--- src/rtl/pkg_pipeline.sv ---
// Shared pipeline types: EX->WB record, control opcodes,
// and the architectural register count.
package pkg_pipeline;

  localparam int NREG = 16;

  localparam logic [7:0] OP_MULDIV = 8'd247;
  localparam logic [7:0] OP_PUSH   = 8'd255;
  localparam logic [7:0] OP_STORE  = 8'd137;
  localparam logic [7:0] OP_LOAD   = 8'd139;

  typedef struct packed {
    logic [63:0] pc;
    logic [63:0] alu_result;
    logic [63:0] alu_ext_result;
    logic [7:0]  opcode;
    logic [3:0]  reg_byte;
    logic [3:0]  rm_byte;
    logic        sim_end;
  } EX_WB;

endpackage

--- src/rtl/mod_dest_decode.sv ---
// Destination decode: opcode/reg/rm -> register write mask.
// Ports: opcode, reg_byte, rm_byte in; mask (NREG bits) out.
module mod_dest_decode
  import pkg_pipeline::*;
#(
  parameter int NREG = pkg_pipeline::NREG
) (
  input  logic [7:0]      opcode,
  input  logic [3:0]      reg_byte,
  input  logic [3:0]      rm_byte,
  output logic [NREG-1:0] mask
);

  always_comb begin
    mask = '0;
    unique case (1'b1)
      opcode == OP_MULDIV: begin
        mask[0] = 1'b1;
        mask[2] = 1'b1;
      end
      opcode == OP_PUSH:  mask[4] = 1'b1;
      opcode == OP_STORE: mask = '0;
      opcode == OP_LOAD:
        mask = NREG'(1) << reg_byte;
      default:
        mask = NREG'(1) << rm_byte;
    endcase
  end

endmodule

--- src/rtl/mod_exwb_issue.sv ---
// EX->WB transmit buffer: FIFO of execute results for writeback.
// Ports: ex_* push side, wb_ready/can_writeback/exwb pop side,
// flush, dep_exwb occupancy, dest_busy pending-dest mask.
module mod_exwb_issue
  import pkg_pipeline::*;
#(
  parameter int DEPTH = 2,
  parameter int NREG  = pkg_pipeline::NREG
) (
  input  logic            clk,
  input  logic            reset,
  input  logic            ex_valid,
  output logic            ex_ready,
  input  logic [63:0]     ex_pc,
  input  logic [63:0]     ex_alu_result,
  input  logic [63:0]     ex_alu_ext_result,
  input  logic [7:0]      ex_opcode,
  input  logic [3:0]      ex_regByte,
  input  logic [3:0]      ex_rmByte,
  input  logic            ex_sim_end,
  input  logic            flush,
  input  logic            wb_ready,
  output logic            can_writeback,
  output EX_WB            exwb,
  output logic [1:0]      dep_exwb,
  output logic [NREG-1:0] dest_busy
);

  localparam int AW = $clog2(DEPTH);
  localparam int PW = AW + 1;

  EX_WB             mem [DEPTH];
  EX_WB             ent_in;
  logic [PW-1:0]    wr_ptr;
  logic [PW-1:0]    rd_ptr;
  logic [PW-1:0]    wr_nxt;
  logic [PW-1:0]    rd_nxt;
  logic [PW-1:0]    occ;
  logic [PW-1:0]    occ_nxt;
  logic [1:0]       dep_q;
  logic [1:0]       dep_nxt;
  logic             empty;
  logic             full;
  logic             push;
  logic             pop;
  logic             end_seen;
  logic             end_buf;
  logic [DEPTH-1:0] ent_vld;
  logic [DEPTH-1:0] ent_end;
  logic [NREG-1:0]  ent_mask [DEPTH];

  assign ent_in = '{
    pc:             ex_pc,
    alu_result:     ex_alu_result,
    alu_ext_result: ex_alu_ext_result,
    opcode:         ex_opcode,
    reg_byte:       ex_regByte,
    rm_byte:        ex_rmByte,
    sim_end:        ex_sim_end
  };

  assign occ   = wr_ptr - rd_ptr;
  assign empty = wr_ptr == rd_ptr;
  assign full  = (wr_ptr[AW] != rd_ptr[AW]) &&
                 (wr_ptr[AW-1:0] == rd_ptr[AW-1:0]);

  assign ex_ready      = !reset && !full && !end_seen;
  assign can_writeback = !empty;
  assign exwb          = empty ? '0 : mem[rd_ptr[AW-1:0]];
  assign dep_exwb      = dep_q;

  // flush overrides both sides of the handshake
  assign push = ex_valid && ex_ready && !flush;
  assign pop  = can_writeback && wb_ready && !flush;

  // flush empties by pulling the read pointer up to the write pointer
  assign wr_nxt  = wr_ptr + PW'(push);
  assign rd_nxt  = flush ? wr_ptr : rd_ptr + PW'(pop);
  assign occ_nxt = wr_nxt - rd_nxt;

  always_comb begin
    dep_nxt = occ_nxt[1:0];
    if (occ_nxt > PW'(3))
      dep_nxt = 2'd3;
  end

  // slot i is live when its distance from the head is below occupancy
  for (genvar i = 0; i < DEPTH; i++) begin : g_ent
    logic [AW-1:0] off;
    assign off        = AW'(i) - rd_ptr[AW-1:0];
    assign ent_vld[i] = {1'b0, off} < occ;
    assign ent_end[i] = ent_vld[i] && mem[i].sim_end;

    mod_dest_decode #(
      .NREG(NREG)
    ) u_dec (
      .opcode  (mem[i].opcode),
      .reg_byte(mem[i].reg_byte),
      .rm_byte (mem[i].rm_byte),
      .mask    (ent_mask[i])
    );
  end

  assign end_buf = |ent_end;

  always_comb begin
    dest_busy = '0;
    for (int i = 0; i < DEPTH; i++)
      if (ent_vld[i])
        dest_busy = dest_busy | ent_mask[i];
  end

  always_ff @(posedge clk or posedge reset) begin
    if (reset) begin
      wr_ptr   <= '0;
      rd_ptr   <= '0;
      dep_q    <= '0;
      end_seen <= 1'b0;
    end else begin
      wr_ptr <= wr_nxt;
      rd_ptr <= rd_nxt;
      dep_q  <= dep_nxt;
      // a flushed end marker lets the program resume
      if (flush) begin
        if (end_buf)
          end_seen <= 1'b0;
      end else if (push && ex_sim_end) begin
        end_seen <= 1'b1;
      end
    end
  end

  always_ff @(posedge clk or posedge reset) begin
    if (reset) begin
      for (int i = 0; i < DEPTH; i++)
        mem[i] <= '0;
    end else if (push) begin
      mem[wr_ptr[AW-1:0]] <= ent_in;
    end
  end

endmodule

--- config.mk ---
export PLATFORM = sky130hd
export DESIGN_NAME = mod_exwb_issue
export DESIGN_NICKNAME = d
export VERILOG_FILES = /design/src/rtl/pkg_pipeline.sv /design/src/rtl/mod_dest_decode.sv /design/src/rtl/mod_exwb_issue.sv
export SDC_FILE = /design/constraint.sdc
export NUM_CORES = 1
export LEC_CHECK = 0
export ABC_CLOCK_PERIOD_IN_PS = 14400
export BUFFER_PORTS_ARGS = -buffer_cell sky130_fd_sc_hd__buf_2
export CAP_MARGIN = 20
export CORE_MARGIN = 4
export CORE_UTILIZATION = 55
export DETAILED_ROUTE_END_ITERATION = 8
export GPL_TIMING_DRIVEN = 0
export PLACE_DENSITY = 0.79
export SYNTH_ARGS = -nofsm -noshare
export SYNTH_HDL_FRONTEND = slang
export SYNTH_HIERARCHICAL = 1
export SYNTH_SLANG_ARGS = --single-unit
--- constraint.sdc ---
create_clock -name clk -period 14.4 [get_ports clk]
set_input_delay 0.72 -clock clk [delete_from_list [all_inputs] [get_ports clk]]
set_output_delay 0.72 -clock clk [all_outputs]
set_load 0.1 [all_outputs]
Word-level counts from Yosys, hierarchy flattened
Index checks and enable logic that the tools add are counted.
{ "totals": {"register_bits": 425, "inputBits": 214, "wordCells": 100} }
{ "classes": {"addsub": 6, "n_lt_le_gt_ge": 6, "eq_ne": 12, "shifts": 4, "mux": 26, "bitwise": 3, "reduce_logical": 25} }
{ "ops": {"columns": ["operator", "n"], "rows": [
  ["209-bit two-way mux", 5],
  ["418-bit bitwise mux", 1],
  ["209-bit demux with 1-bit select", 1],
  ["8-bit equality test (second input constant)", 8],
  ["1-bit by 4-bit left shift with 16-bit output (first input constant)", 4],
  ["11-bit one-hot mux with 2 select lines", 2],
  ["16-bit two-way mux", 2],
  ["1-bit one-hot mux with 3 select lines", 6],
  ["16-bit OR", 1],
  ["1-bit logical AND", 11],
  ["2-bit OR reduction", 5],
  ["1-bit one-hot mux with 2 select lines", 4],
  ["3-bit OR reduction", 2],
  ["1-bit zero test", 5],
  ["2-bit by 1-bit adder with 2-bit output", 2],
  ["2-bit >= comparator (second input constant)", 2],
  ["1-bit by 2-bit < comparator with 1-bit output", 2],
  ["2-bit two-way mux", 2],
  ["1-bit NOT with 2-bit output", 2],
  ["2-bit subtractor", 2],
  ["1-bit two-way mux", 3],
  ["2-bit equality test", 1],
  ["2-bit > comparator (second input constant)", 1],
  ["2-bit by 1-bit < comparator with 1-bit output (second input constant)", 1],
  ["6 further kinds", 7]
]} }

Longest topological paths before layout
{ "depth": {"ltp_word": 11, "ltp_mapped": 11} }

Modules after synthesis
The synthesis kept the hierarchy.
{ "modules_own_cells": {"columns": ["mod", "n_inst", "cells_each", "area_per_inst_um2", "seq_area_each_um2"], "rows": [
  ["mod_exwb_issue", 1, 1408, 19229.7, 10635.2],
  ["mod_dest_decode", 2, 44, 319.1, 0.0]
]} }

Worst setup path before layout
Ideal clock, no wire load.
{ "synth_timing": {"path_type": "input -> register", "startpoint": "input reset", "endpoint": "register mem[222] (netlist bit)", "setup_ns": 0.125, "t_arrival_ns": 4.396, "required_time_ns": 14.275, "slack_ns": 9.879, "path_stages": 7, "path_buffers": 3, "path_cell_list": "a211oi_1 and3_1 ha_1 buf_2 buf_2 buf_2 mux2_2"} }
{ "synth_via": {"elab_chain_len": 5} }
{ "synth_rtl": {"columns": ["item", "line_no", "source"], "rows": [
  ["start: declaration", "mod_exwb_issue.sv:11", "input logic reset,"],
  ["1-bit zero test (no source line)", null, null],
  ["1-bit logical AND (2 in series)", "mod_exwb_issue.sv:67", "assign ex_ready = !reset && !full && !end_seen;"],
  ["1-bit logical AND (2 in series)", "mod_exwb_issue.sv:73", "assign push = ex_valid && ex_ready && !flush;"],
  ["end signal: indexed assignment", "mod_exwb_issue.sv:138", "mem[wr_ptr[AW-1:0]] <= ent_in;"],
  ["end: declaration", "mod_exwb_issue.sv:32", "EX_WB mem [DEPTH];"]
]} }
Every way passes these cells.
A chain may end at the register's enable or synchronous reset.

Final worst setup path
{ "layout_timing": {"startpoint": "register rd_ptr[0]", "endpoint": "output dest_busy[5]"} }
{ "layout_via": {"elab_chain_len": 5, "word_cells_on_any_way": 8, "cone_classes": "add/sub: 3; order compare: 2; mux: 2; bitwise: 1"} }
{ "layout_rtl": {"columns": ["item", "line_no", "source"], "rows": [
  ["start: declaration", "mod_exwb_issue.sv:35", "logic [PW-1:0] rd_ptr;"],
  ["start signal: assignment", "mod_exwb_issue.sv:121", "rd_ptr <= rd_nxt;"],
  ["2-bit subtractor or 1-bit subtractor (tied branches)", "mod_exwb_issue.sv:62, mod_exwb_issue.sv:90", null],
  ["1-bit by 2-bit < comparator with 1-bit output", "mod_exwb_issue.sv:91", "assign ent_vld[i] = {1'b0, off} < occ;"],
  ["16-bit two-way mux", "mod_exwb_issue.sv:109", "if (ent_vld[i])"],
  ["16-bit OR", "mod_exwb_issue.sv:110", "dest_busy = dest_busy | ent_mask[i];"],
  ["16-bit two-way mux *", "mod_exwb_issue.sv:109", null],
  ["end: declaration", "mod_exwb_issue.sv:26", "output logic [NREG-1:0] dest_busy"]
]} }
Every way passes the cells marked *; elsewhere a longest branch is shown, timed or not.

==> flow_summary.ini <==
[logic_synthesis]
synth_nets = 1717
synthMuxAreaShare_pct = 34.3
synthesis.area_sq_um = 19900
synth_cell_types = 39
synthTopCellsByCount = dfrtp_1, mux2_2, nor2_1
synth-xor-area-share_pct = 0.220
ys_ff_latch = 425
postSynthCellCount = 1496
synth_ff_type = dfrtp_1
synth_area_per_cell_sq_um = 13.3
synth_edf_count = 0
synth_simple_gate_area_share_pct = 6.11
yosysWarnings = 6
yosys-top-cells-area = dfrtp_1, mux2_2, mux2i_1
synth-seq-area-share_pct = 53.5
synth_top_area_share_pct = 53.5
synth.most_common_cell = dfrtp_1
synth-adder-area-share_pct = 0.441
yosys.area.top_type = dfrtp_1
synth_compound_area_share_pct = 2.05
synth-async-reset-ratio_pct = 100
synth_top_family_by_area = multiplexers

[layout]
area_delta_synth_final_pct = 22.3
nNetsFinal = 2209
layout-drive-gt1-share_pct = 52.3
fin_util_pct = 68.3
final_cells = 2496

[clocking]
htreeDepth = 2
clock_tree.root_cell = clkbuf_16
clock-sinks = 425
path_clk_slew_ps = 60
clock_latency_ps = 550
cts_setup_buffers = 0
cts_buffers = 45
clockBufferDepth = 3
ctsHoldBuffers = 0
cts_resized = 0
cts_tree = built

[sta]
tightest_slew_ps = 837
slew-limit-headroom_pct = 44.2
finalCritPeriodShare_pct = 28.6
slew_violations = 0
final_hold_viol_count = 0
setup_viol = 0
clock.fmax_ghz = 0.242
finClkSkew_ps = 13.5
layout_min_cycle_time_ps = 4120
grt_setup_unrepaired = false

[critical_path]
timing.critical_path.buf_inv = 7
r2r-start = wr_ptr[0]
worst_path_max_delay_cell = buf_2
startpoint_type = flop
cp_data_arrival_time_ps = 3400
critPathMaxFanout = 10
worstPathCellList = clkbuf_1 -> buf_2 -> buf_2 -> inv_1 -> ha_1 -> or2_2 -> clkbuf_1 -> clkbuf_1 -> a22o_1 -> buf_2
cp.required_ps = 13680
slowest_delay_ps = 390
r2r_slack_ps = 11130
reg2reg_to = mem[323]
cp-end-kind = output pin
criticalPathCategory = flop to output pin
path_delay_family = buffers and inverters
worstRegToRegCells = 9

[placed_design]
gp_congestion = 0.858
dp_hpwl_microns = 38300
placedCellCount = 2402
numPortBuffers = 442

[drt]
met1_length_microns = 20700
avgRoutedWirePerCell_microns = 21.2
via_per_inst = 5.51
vias = 13754
drtIter0Drc = 520
wl_met3_microns = 3860
totalWireLength_microns = 52800
dr_wl_met2_microns = 26800
topRoutingLayerUsed = met5
dr.pass1.iters = 7
antenna_left = 0
drcViolationCount = 0

[grt]
grt_first_pass_wirelength_microns = 81400
grt_pass1_vias = 14747
antenna_found_initial = 19
grt_max_degree = 141
overflow = 0
grt_use_total_pct = 26.3

[flow_run]
maxCapViolations = 0

[floorplan]
core_sq_um = 35600
initial_core_util_pct = 55.9
ios = 443
rows = 69
die_w_microns = 198
die_y_microns = 198
dieArea_sq_um = 39200

[outcome]
status = finished clean

[min_path]
min_path_type = primary input to async pin
through the flow:
step,setup slack [ps],area [sq um],hold WS [ps],TNS [ps]
after CTS,10210,24300,281,0
final,10280,24300,277,0
after global routing,10050,24300,304,0
after detailed placement,10810,22700,494,0
after global placement,-2100,22700,488,-878660
after floorplan,1850,19900,480,0
how the worst max path moves through the flow:
stage / startpoint / endpoint / cells past startpoint
3_3_place_gp: reset / mem[43] / 2
6_report: rd_ptr[0] / dest_busy[5] / 10
5_1_grt: rd_ptr[0] / dest_busy[7] / 10
4_1_cts: rd_ptr[0] / dest_busy[7] / 10
2_1_floorplan: reset / dep_exwb[0] / 1
3_5_place_dp: rd_ptr[0] / dest_busy[7] / 10
state kept, by name, indices dropped and copies added (netlist names):
register	count
dep_exwb	2
end_seen	1
mem	418
rd_ptr	2
wr_ptr	2
cells in the final DEF, fill, tap and decap left out, drive strengths merged, types with 4 or more instances in the layout:
cell	n
diode	13
nor2	213
or4b	4
o22ai	26
buf	535
mux2i	209
and3	4
or2	7
ha	7
nand3	4
o221ai	6
clkinv	10
nand4	6
nand2b	6
inv	18
or2b	4
dfrtp	425
nand2	6
mux2	419
a22o	16
clkbuf	70
nand4b	8
cell type report:
class / instances / area [sq um]
Antenna cell: 13 / 32.5
Buffer: 96 / 613
Clock buffer: 64 / 1340
Clock inverter: 17 / 189
Fill cell: 2613 / 11300
Inverter: 15 / 63.8
Multi-Input combinational cell: 960 / 8560
Sequential cell: 425 / 10600
Tap cell: 461 / 577
Timing Repair Buffer: 445 / 2290
per-layer routing:
metal	vias up	GRT usage (%)
met5	-	0
met4	16	8.59
met3	97	7.38
met2	401	44.5
met1	6972	32.7
li1	6268	-
cells by family (layout without fill, tap and decap cells):
kind of cell               Yosys count  count (layout)
and+or+nand+nor                    267             267
other                                0              13
muxes                              628             628
AOI/OAI and AO/OA                   53              53
adders and majority gates            7               7
xor gates and xnor gates             5               5
DFF                                425             425
buffers and inverters              111             637
Power is left out: the tool's default activity adds up to more than one toggle a clock period on the data nets, which glitch-free logic cannot reach.
